--- src/rtl/prog_sequencer.sv ---
// prog_sequencer: runs programs 0..NPROG-1 on a core back to back, one Start pulse each, then pulses Done.
// All outputs registered (1-cycle latency); Go honoured only in IDLE. Optional watchdog: PROG_SEQ_WDOG_EN.
module prog_sequencer #(
    parameter int unsigned NPROG     = 3,
    parameter int unsigned START_CYC = 2,
    parameter logic [15:0] TO_LIMIT  = 16'd4000
) (
    input  logic        Clk,
    input  logic        Reset,
    input  logic        Go,
    input  logic        Ack,
    output logic        Start,
    output logic [1:0]  ProgSel,
    output logic        Busy,
    output logic        Done,
    output logic        Err,
    output logic [15:0] CycleCt
);
    typedef enum logic [2:0] {IDLE, LAUNCH, ARM, RUN, NEXT, FIN} state_t;

    localparam logic [1:0] LAST_PROG  = 2'(NPROG - 1);
    localparam logic [3:0] START_LAST = 4'(START_CYC - 1);

    state_t     state;
    logic [3:0] startCnt;
    logic       wdogHit;

`ifdef PROG_SEQ_WDOG_EN
    logic [15:0] wdogCt;
    logic        errQ;

    // Counter sits at zero outside ARM/RUN, so it restarts at every ARM entry.
    assign wdogHit = ((state == ARM) || (state == RUN)) && (wdogCt == TO_LIMIT - 16'd1);
    assign Err     = errQ;

    always_ff @(posedge Clk) begin
        if (Reset) begin
            wdogCt <= '0;
            errQ   <= 1'b0;
        end else begin
            if ((state == ARM) || (state == RUN))
                wdogCt <= wdogCt + 16'd1;
            else
                wdogCt <= '0;

            if ((state == IDLE) && Go)
                errQ <= 1'b0;
            else if (wdogHit)
                errQ <= 1'b1;
        end
    end
`else
    logic unusedToLimit;

    assign unusedToLimit = ^TO_LIMIT;
    assign wdogHit       = 1'b0;
    assign Err           = 1'b0;
`endif

    always_ff @(posedge Clk) begin
        if (Reset) begin
            state    <= IDLE;
            startCnt <= '0;
            Start    <= 1'b0;
            ProgSel  <= '0;
            Busy     <= 1'b0;
            Done     <= 1'b0;
            CycleCt  <= '0;
        end else begin
            Done <= 1'b0;
            case (state)
                IDLE: begin
                    if (Go) begin
                        state    <= LAUNCH;
                        ProgSel  <= '0;
                        CycleCt  <= '0;
                        Start    <= 1'b1;
                        Busy     <= 1'b1;
                        startCnt <= '0;
                    end
                end
                LAUNCH: begin
                    if (startCnt == START_LAST) begin
                        Start <= 1'b0;
                        state <= ARM;
                    end else begin
                        startCnt <= startCnt + 4'd1;
                    end
                end
                ARM: begin
                    if (wdogHit) begin
                        state <= FIN;
                    end else if (!Ack) begin
                        state   <= RUN;
                        CycleCt <= '0;
                    end
                end
                RUN: begin
                    // The cycle that sees Ack is not counted; the count saturates.
                    if (wdogHit)
                        state <= FIN;
                    else if (Ack)
                        state <= NEXT;
                    else if (CycleCt != 16'hFFFF)
                        CycleCt <= CycleCt + 16'd1;
                end
                NEXT: begin
                    if (ProgSel == LAST_PROG) begin
                        state <= FIN;
                    end else begin
                        ProgSel  <= ProgSel + 2'd1;
                        startCnt <= '0;
                        Start    <= 1'b1;
                        state    <= LAUNCH;
                    end
                end
                FIN: begin
                    Done  <= 1'b1;
                    Busy  <= 1'b0;
                    state <= IDLE;
                end
                default: begin
                    state <= IDLE;
                    Start <= 1'b0;
                    Busy  <= 1'b0;
                end
            endcase
        end
    end

endmodule

--- config.mk ---
export PLATFORM = sky130hd
export DESIGN_NAME = prog_sequencer
export DESIGN_NICKNAME = d
export VERILOG_FILES = /design/src/rtl/prog_sequencer.sv
export SDC_FILE = /design/constraint.sdc
export NUM_CORES = 1
export LEC_CHECK = 0
export CORE_MARGIN = 2
export CORE_UTILIZATION = 45
export CTS_BUF_LIST = sky130_fd_sc_hd__clkbuf_16
export DETAILED_ROUTE_END_ITERATION = 10
export PLACE_DENSITY = 0.71
export SLEW_MARGIN = 0
export SYNTH_ARGS = -nofsm -noshare
export SYNTH_HDL_FRONTEND = slang
export SYNTH_SLANG_ARGS = --single-unit
--- constraint.sdc ---
create_clock -name Clk -period 4 [get_ports Clk]
set_input_delay 0.4 -clock Clk [delete_from_list [all_inputs] [get_ports Clk]]
set_output_delay 0.4 -clock Clk [all_outputs]
set_load 0.05 [all_outputs]
Word level (Yosys, flattened, before mapping). Cells that the tools add are included.

Register bits after elaboration: 28. Input port bits: 4. Output and inout port bits: 22. Logic and storage cells: 64.

$add $sub $neg: 3. Equality and inequality tests: 16. Multiplexer cells: 24. Bitwise operators: 2. Reductions and logical operators: 12.

Operators with widths (count): 2-to-1 mux 16 bit (4); case mux 16 bit (3 select lines) (1); adder 16 x 1 -> 16 bit (second input constant) (1); inequality test 16 bit (second input constant) (1); inequality test 2 bit (second input constant) (8); 2-to-1 mux 3 bit (5); case mux 3 bit (5 select lines) (1); 2-to-1 mux 4 bit (3); case mux 4 bit (3 select lines) (1); AND reduction 4 bit (3); equality test 3 x 2 -> 1 bit (second input constant) (2); equality test 3 bit (second input constant) (2); nonzero test 3 bit (2); AND reduction 5 bit (1); adder 4 x 1 -> 4 bit (second input constant) (1); equality test 4 x 1 -> 1 bit (second input constant) (1); 2-to-1 mux 1 bit (4); 2-to-1 mux 2 bit (2); case mux 1 bit (4 select lines) (1); case mux 2 bit (2 select lines) (1); OR reduction 4 bit (1); equality test 3 x 1 -> 1 bit (second input constant) (1); logical NOT 3 bit (1); AND reduction 3 bit (1); other kinds (7) (8).

Longest topological paths before layout. Gate-level depths: netlist (run 1).

Word-level depth: 4. Gate-level depth with buffers: 7. Gate-level depth less buffers: 7.

Worst setup path after synthesis (run 1). No wires, ideal clock.

Path type: register to register. Start point: register CycleCt[0]. End point: register CycleCt[14]. Setup time: 0.122 ns. Data arrival time: 1.895 ns. Data required time: 3.878 ns. Slack: 1.983 ns. Stages on the path, launching flop included: 7. Buffers on the path: 0. Clock period less this slack: 2.017 ns. Cells stage by stage: dfxtp_1 > ha_1 > nand3_1 > nor2_1 > and4_2 > nor3b_1 > a221o_1.

Longest elaborated chain between the ends: 4.

Ends and longest elaborated chain: start: declaration (RTL line 17) `output logic [15:0] CycleCt`; start signal: assignment (RTL line 105) `CycleCt <= CycleCt + 16'd1;`; adder 16 x 1 -> 16 bit (RTL line 105); 2-to-1 mux 16 bit (RTL line 104) `else if (CycleCt != 16'hFFFF)`; 2-to-1 mux 16 bit (RTL line 102) `else if (Ack)`; case mux 16 bit (3 select lines) (RTL line 71) `case (state)`.

Several ways; a longest one is shown, not always the timed one. The select of a mux whose other input is x is not followed. A chain may end at the register's enable or synchronous reset.

==> impl_metrics.py, run 1 <==
metrics = {
    "outcome": {
        "status": "completed",
    },
    "yosys": {
        "ys_seq_area_share_pct": 37.4,
        "synthFlopType": "dfxtp_1",
        "synth_edf_count": 0,
        "async_reset_ff_share_pct": 0,
        "syn-num-nets": 195,
        "synthXorXnorAreaFrac_pct": 0,
        "synth_common_cells": "dfxtp_1, nor2_1, o21ai_0",
        "synth.most_common_cell": "dfxtp_1",
        "syn_inst": 187,
        "synthAdderAreaFrac_pct": 3.34,
        "synthSimpleGateAreaFrac_pct": 31.0,
        "synth.largest_area_cell": "dfxtp_1",
        "synth_top_area_share_pct": 37.4,
        "synth_top_family_by_area": "simple AND/OR/NAND/NOR gates",
        "yosys_warnings": 0,
        "synth-seq-cells": 28,
        "synth_area_um2": 1500,
        "synthTopCellsByArea": "dfxtp_1, o21ai_0, nor2_1, a21oi_1, ha_1",
        "synthMuxAreaShare_pct": 2.09,
        "synth.distinct_cells": 44,
        "synth_area_per_cell_um2": 8.01,
        "synth_compound_area_share_pct": 20.6,
    },
    "sta": {
        "fin_crit_sh_pct": 64.4,
        "holdWs_ps": 480,
        "drv_slew": 0,
        "rsz0062_at_grt": "false",
        "hold_violations": 0,
        "period_needed_ps": 2580,
        "worstMarginPinSlew_ps": 570,
        "fin_worst_skew_ps": 4.01,
        "tns_ps": 0,
        "max_freq_mhz": 388,
        "setup-violations-final": 0,
        "relSlewSlack_pct": 61.9,
    },
    "placement": {
        "place_congestion": 0.834,
        "io_buffers": 24,
        "placed_cell_area_um2": 1740,
        "hpwl_mm": 2.40,
    },
    "pwr": {
        "p_per_area_nw_per_um2": 428,
        "leakage_uw": 0.000646,
        "switching_share_pct": 32.8,
        "clkPwrFrac_pct": 28.7,
        "max-vdd-ir-drop_v": 0.000296,
        "p_comb_share_pct": 28.5,
        "power_switching_uw": 255,
        "pwr-share-seq_pct": 42.8,
        "internal-power_uw": 522,
    },
    "floorplan": {
        "fp.dieH_um": 61.7,
        "rows": 20,
        "start_util_pct": 48.3,
        "design.core.area_um2": 3100,
        "dieArea_um2": 3810,
        "design.portCount": 26,
        "die_w_um": 61.7,
    },
    "final_layout": {
        "seqCellArea_um2": 561,
        "area_growth_pct": 21.1,
        "layout-drive-gt1-share_pct": 7.28,
        "multi_input_area_um2": 857,
        "fillers": 314,
        "num_antenna_cells": 0,
        "nets": 215,
        "fin_area_um2": 1810,
    },
    "setup_path": {
        "required_ps": 4190,
        "worst-setup-path-type": "input port to flop",
        "cp-start-kind": "input port",
        "crit_arrival_ps": 2760,
        "critPathMaxFanout": 16,
        "cp-end-kind": "flop",
    },
    "routing": {
        "route.met2.wl_mm": 1.52,
        "ant_nets": 0,
        "drt-initial-drc-count": 106,
        "detail_route.wl_per_cell_um": 13.1,
        "routed_wl_mm": 3.29,
        "dr.pass1.iters": 4,
        "vias_per_cell": 5.72,
        "vias": 1431,
        "met3RoutedLength_um": 156,
        "top_layer_used": "met4",
        "drc": 0,
        "met1_length_mm": 1.59,
    },
    "grt": {
        "antenna_found_initial": 0,
        "first_global_vias": 1237,
        "grt_first_pass_wirelength_mm": 5.53,
        "global_route.overflow_total": 0,
        "track_usage_pct": 19.1,
        "grt_max_degree": 17,
    },
    "min_path": {
        "worstHoldPathType": "flop to flop",
    },
    "cts": {
        "htree_levels": 1,
        "cts-resized-gates": 0,
        "cts_tree": "done",
        "ctsLongestPathBuffers": 2,
        "numCtsBuffers": 3,
        "insertion_delay_ps": 260,
        "clk_pin_slew_worst_paths_ps": 70,
        "cts.sink_count": 28,
        "cts-root-buf": "clkbuf_16",
        "hold_buffers": 0,
        "postCtsSetupBuffers": 0,
    },
    "job": {
        "maxCapViolCount": 0,
    },
}
cell type report:
type	instances	area share (%)
clock inverter	1	0.207
tap	44	3.03
inverter	4	0.828
multi-input combinational	145	47.2
clock buffer	3	4.14
sequential	28	30.9
timing repair buffer	25	13.7
layout by cell type, fill, tap and decap left out, drive strengths merged, types with 5 or more instances in the layout:
cell type / instances
a21oi: 16
a31oi: 6
and4: 5
clkdlybuf4s50: 24
dfxtp: 28
nand2: 10
nand3: 10
nand4: 8
nor2: 24
nor3: 8
o21ai: 21
sequential cells by signal, summed over array words and instances (netlist names):
signal,count
Busy,1
CycleCt,16
Done,1
ProgSel,2
Start,1
startCnt,4
state,3
cell families after synthesis:
group / after synthesis
muxes: 3
other: 1
adders and majority gates: 4
and+or+nand+nor: 85
DFF: 28
buffers and inverters: 14
AOI/OAI and AO/OA: 52
worst paths after layout:
check	start	endpoint	slack (ps)	cells past startpoint
hold / removal	Start	Start	480	2
setup reg to reg	state[1]	CycleCt[6]	1890	5
hold reg to reg	Start	Start	480	2
setup / recovery	Reset	CycleCt[6]	1420	7
power by group through the flow:
stage / sequential, µW / combinational [µW] / clock (µW)
after floorplan: 342 / 177 / 0
after global placement: 338 / 211 / 0
after detailed placement: 339 / 221 / 0
after CTS: 332 / 222 / 232
after global routing: 337 / 242 / 242
final: 333 / 222 / 223
through the flow:
| stage | std cells | total power (µW) | worst slack (ps) | util, % |
|---|---|---|---|---|
| after global routing | 250 | 822 | 1170 | 58.5 |
| after CTS | 250 | 786 | 1430 | 58.5 |
| after global placement | 246 | 549 | 1290 | 55.9 |
| after floorplan | 187 | 519 | 1980 | - |
| after detailed placement | 246 | 559 | 1170 | 55.9 |
| final | 250 | 777 | 1420 | 58.5 |
layer usage:
metal  up-vias  global-route usage, %
met5         -                      0
met4         0                   3.95
met3         2                   4.35
met2        35                   31.0
met1       669                   26.2
li1        725                      -
worst max-delay path, cell delays in order:
cell	delay, ps
clkdlybuf4s50_1	700
nor2_1	250
nand3_1	430
nor3_1	490
buf_4	240
nand4_1	100
o21ai_0	160
No activity file was read; power rests on OpenSTA's default activity.
==> inputs of run 2 (changes only) <==
--- a/config.mk
+++ b/config.mk
@@ -9,7 +9,7 @@
 export CORE_UTILIZATION = 45
 export CTS_BUF_LIST = sky130_fd_sc_hd__clkbuf_16
 export DETAILED_ROUTE_END_ITERATION = 10
-export PLACE_DENSITY = 0.71
+export PLACE_DENSITY = 0.73
 export SLEW_MARGIN = 0
 export SYNTH_ARGS = -nofsm -noshare
 export SYNTH_HDL_FRONTEND = slang
==> constraint.sdc (replaced) <==
create_clock -name Clk -period 2.3 [get_ports Clk]
set_input_delay 0.23 -clock Clk [delete_from_list [all_inputs] [get_ports Clk]]
set_output_delay 0.23 -clock Clk [all_outputs]
set_load 0.05 [all_outputs]
==> impl_metrics.py, run 2 (same netlist as run 1, synthesis figures left out) <==
metrics = {
    "final_layout": {
        "nets": 218,
        "area_growth_pct": 22.6,
        "top_register": "CycleCt",
        "final_common_cell": "dfxtp_1",
        "layout-drive-gt1-share_pct": 8.61,
        "reg_top3": "CycleCt x16, startCnt x4, state x3",
        "final_cells": 253,
        "largest_reg_flops": 16,
        "final_cell_mix": "dfxtp_1, nor2_1, clkdlybuf4s50_1, o21ai_0, a21oi_1",
        "num_antenna_cells": 0,
        "fin_area_um2": 1840,
    },
    "routing": {
        "vias_per_cell": 5.74,
        "ant_nets": 0,
        "detail_route.wl_per_cell_um": 13.1,
        "drc": 0,
        "drt-initial-drc-count": 62,
        "dr.pass1.iters": 4,
        "routed_wl_mm": 3.32,
        "vias": 1453,
    },
    "cts": {
        "insertion_delay_ps": 260,
        "htree_levels": 1,
        "cts-root-buf": "clkbuf_16",
        "ctsLongestPathBuffers": 2,
        "hold_buffers": 0,
        "cts_tree": "done",
        "cts.sink_count": 28,
        "clk_pin_slew_worst_paths_ps": 70,
        "postCtsSetupBuffers": 0,
        "numCtsBuffers": 3,
        "cts-resized-gates": 0,
    },
    "pwr": {
        "p_per_area_nw_per_um2": 745,
        "max-vdd-ir-drop_v": 0.000387,
        "leakage_uw": 0.000661,
    },
    "grt": {
        "antenna_found_initial": 0,
        "first_global_vias": 1254,
        "grt_max_degree": 16,
        "grt_first_pass_wirelength_mm": 5.37,
        "track_usage_pct": 18.4,
        "global_route.overflow_total": 0,
    },
    "sta": {
        "drv_slew": 0,
        "period_needed_ps": 1960,
        "fin_worst_skew_ps": 1.29,
        "rsz0062_at_grt": "false",
        "max_freq_mhz": 511,
        "setup-violations-final": 0,
        "fin_crit_sh_pct": 85.1,
        "hold_violations": 0,
        "relSlewSlack_pct": 63.8,
        "worstMarginPinSlew_ps": 543,
        "tns_ps": 0,
    },
    "floorplan": {
        "die_w_um": 61.7,
        "rows": 20,
        "fp.dieH_um": 61.7,
        "start_util_pct": 48.3,
        "dieArea_um2": 3810,
        "design.portCount": 26,
        "design.core.area_um2": 3100,
    },
    "min_path": {
        "worstHoldPathType": "flop to flop",
        "hold_depth": 2,
    },
    "job": {
        "maxCapViolCount": 0,
    },
    "setup_path": {
        "cp-start-kind": "flop",
        "crit_arrival_ps": 2110,
        "worst-setup-path-type": "flop to flop",
        "rr_worst_depth": 4,
        "required_ps": 2450,
        "critPathMaxFanout": 14,
        "cp-end-kind": "flop",
    },
    "placement": {
        "placed_cell_area_um2": 1760,
        "io_buffers": 24,
        "post-place-cells": 249,
        "place_congestion": 0.808,
        "hpwl_mm": 2.37,
    },
    "outcome": {
        "status": "completed",
    },
}
[run 2: cell type report]
type / instances / area [µm²]
clock inverters: 1 / 3.75
fillers: 314 / 1270
clock buffers: 3 / 75.1
multi-input cells: 145 / 857
inverters: 4 / 15.0
well taps: 44 / 55.1
flip-flops and latches: 28 / 561
repair buffers: 28 / 270
[run 2: worst max-delay path, stage by stage, from the launching register on]
cell	delay (ps)
dfxtp_1	440
or3b_2	490
a21oi_1	270
o22ai_2	250
a221o_1	390
[run 2: routing by layer]
layer / part of all wire (%) / track usage, %
met5: 0 / 0
met4: 0.66 / 4.56
met3: 4.6 / 2.69
met2: 48 / 32.2
met1: 47 / 23.9
[run 2: final timing paths]
check            from     endpoint  slack [ps]
max          state[1]  CycleCt[14]         340
min             Start        Start         480
max reg2reg  state[1]  CycleCt[14]         340
min reg2reg     Start        Start         480
[run 2: report_power, final]
part | internal [µW] | switching (µW) | total [µW]
sequential | 518 | 63.9 | 582
clock | 233 | 161 | 394
combinational | 160 | 231 | 391
total | 912 | 457 | 1370
[run 2: through the flow]
step	power, µW	utilization [%]	hold WS, ps	setup WS (ps)
final	1370	59.2	480	342
after global routing	1440	59.2	500	181
after CTS	1370	59.2	482	342
after detailed placement	981	56.7	470	94.0
after global placement	963	56.7	464	120
after floorplan	902	-	307	283
==> inputs of run 3 (changes only) <==
==> constraint.sdc (replaced) <==
create_clock -name Clk -period 1.8 [get_ports Clk]
set_input_delay 0.18 -clock Clk [delete_from_list [all_inputs] [get_ports Clk]]
set_output_delay 0.18 -clock Clk [all_outputs]
set_load 0.05 [all_outputs]
==> impl_metrics.py, run 3 (same netlist as run 1, synthesis figures left out) <==
metrics = {
    "outcome": {
        "status": "completed",
    },
    "setup_path": {
        "crit_path_end": "CycleCt[12]",
        "worst-setup-path-type": "flop to flop",
        "cp-start-kind": "flop",
        "critPathTopFamily": "simple AND/OR/NAND/NOR gates",
        "startpoint": "CycleCt[0]",
        "worst_r2r_endpoint": "CycleCt[12]",
        "required_ps": 2000,
        "crit_arrival_ps": 1960,
        "cp_slowest_stage_delay_ps": 380,
        "critPathMaxFanout": 5,
        "timing.rr.start": "CycleCt[0]",
        "cp_slowest_cell": "or3_4",
        "path_cells": "ha_2 > and3_4 > and4_4 > or3_4 > or3_1 > nand3_1",
        "cp.depth": 6,
        "rr_worst_depth": 6,
        "worst-path-buf-inv": 0,
        "cp-end-kind": "flop",
        "rrSetupSlack_ps": 40,
    },
    "floorplan": {
        "fp.dieH_um": 61.7,
        "design.portCount": 26,
        "dieArea_um2": 3810,
        "rows": 20,
        "die_w_um": 61.7,
        "design.core.area_um2": 3100,
        "start_util_pct": 48.3,
    },
    "sta": {
        "worstMarginPinSlew_ps": 507,
        "rsz0062_at_grt": "true",
        "max_freq_mhz": 567,
        "fin_crit_sh_pct": 98.0,
        "relSlewSlack_pct": 66.1,
        "period_needed_ps": 1760,
        "setup-violations-final": 0,
        "fin_worst_skew_ps": 6.22,
        "drv_slew": 0,
        "hold_violations": 0,
        "setup_ws_ps": 36.8,
    },
    "routing": {
        "routed_wl_mm": 3.84,
        "drc": 0,
        "detail_route.wl_per_cell_um": 14.3,
        "vias_per_cell": 5.73,
        "drt-initial-drc-count": 153,
        "vias": 1536,
        "ant_nets": 0,
        "dr.pass1.iters": 4,
    },
    "cts": {
        "insertion_delay_ps": 260,
        "cts_tree": "done",
        "numCtsBuffers": 3,
        "clk_pin_slew_worst_paths_ps": 70,
        "cts-root-buf": "clkbuf_16",
        "hold_buffers": 0,
        "cts.sink_count": 28,
        "ctsLongestPathBuffers": 2,
        "htree_levels": 1,
    },
    "pwr": {
        "design_power_total_uw": 2030,
        "max-vdd-ir-drop_v": 0.000927,
        "p_per_area_nw_per_um2": 1000,
        "leakage_uw": 0.000760,
    },
    "final_layout": {
        "reg_top3": "CycleCt x16, startCnt x4, state x3",
        "top_register": "CycleCt",
        "num_antenna_cells": 0,
        "layout-drive-gt1-share_pct": 22.8,
        "nets": 233,
        "largest_reg_flops": 16,
        "final_cell_mix": "nor2_1, clkdlybuf4s50_1, buf_4, o21ai_0, dfxtp_1",
        "final_common_cell": "nor2_1",
        "area_growth_pct": 35.0,
    },
    "grt": {
        "use_met2_pct": 35.6,
        "first_global_vias": 1444,
        "grt_use_met3_pct": 4.76,
        "busiest_layer": "met2",
        "track_usage_pct": 21.9,
        "grtUsageMet1_pct": 28.6,
        "grt_max_degree": 17,
        "global_route.overflow_total": 0,
        "grt_first_pass_wirelength_mm": 6.38,
        "antenna_found_initial": 0,
    },
    "placement": {
        "dp_slack_ps": -285,
        "place_congestion": 0.888,
        "hpwl_mm": 2.77,
        "io_buffers": 24,
    },
    "job": {
        "maxCapViolCount": 0,
    },
    "min_path": {
        "hold_depth": 2,
        "worstHoldPathType": "flop to flop",
    },
}
[run 3: cell types whose count changed in the layout (fill, tap and decap cells not counted), sizes merged]
| cell | change |
|---|---|
| clkdlybuf4s50 | -2 |
| bufinv | +1 |
| buf | +17 |
| clkinv | -1 |
[run 3: what timing repair did]
action / 4_1_cts / 5_1_grt
resized for setup: 2 / 6
setup buffers: 0 / 1
endpoints found under the setup margin: 1 / 13
[run 3: layout make-up]
cell class,count,area (µm²)
clock inverter,1,30.0
clock buffer,3,75.1
fill,284,1080
inverter,4,15.0
timing repair buffer,43,378
tap,44,55.1
multi-input combinational,145,890
sequential,28,579
[run 3: worst min-delay path by stage]
stage | start | endpoint | slack [ps]
2_1_floorplan | Reset | Done | 260
3_3_place_gp | CycleCt[10] | CycleCt[10] | 460
3_5_place_dp | Start | Start | 470
4_1_cts | Start | Start | 480
5_1_grt | Busy | Busy | 500
6_report | Start | Start | 480
[run 3: report_power, final]
| group | internal, µW | leakage, µW | total (µW) | switching, µW |
|---|---|---|---|---|
| registers | 660 | 0.000233 | 695 | 34.8 |
| clock network | 443 | 0.0000511 | 652 | 209 |
| logic | 294 | 0.000476 | 682 | 389 |
| total | 1400 | 0.000760 | 2030 | 632 |
[run 3: worst register-to-register path: stages (launching register included)]
cell and delay (ps):
dfxtp_4 350, ha_2 210, and3_4 210, and4_4 160
or3_4 380, or3_1 310, nand3_1 90
[run 3: stage by stage]
step | hold slack (ps) | instances | TNS, ps | area (µm²) | utilization, %
floorplan | 257 | 187 | 0 | 1520 | -
global placement | 461 | 263 | -2020 | 1880 | 60.5
detailed placement | 470 | 263 | -2400 | 1880 | 60.5
CTS | 479 | 267 | 0 | 1990 | 64.3
global route | 500 | 268 | -62.3 | 2020 | 65.2
finish | 476 | 268 | 0 | 2020 | 65.2
[run 3: per-layer routing]
layer,part of all wire [%],wire [µm],vias up
li1,-,-,763
met1,45,1710,712
met2,50,1910,51
met3,4.0,155,10
met4,1.7,64,0
met5,0,0,-
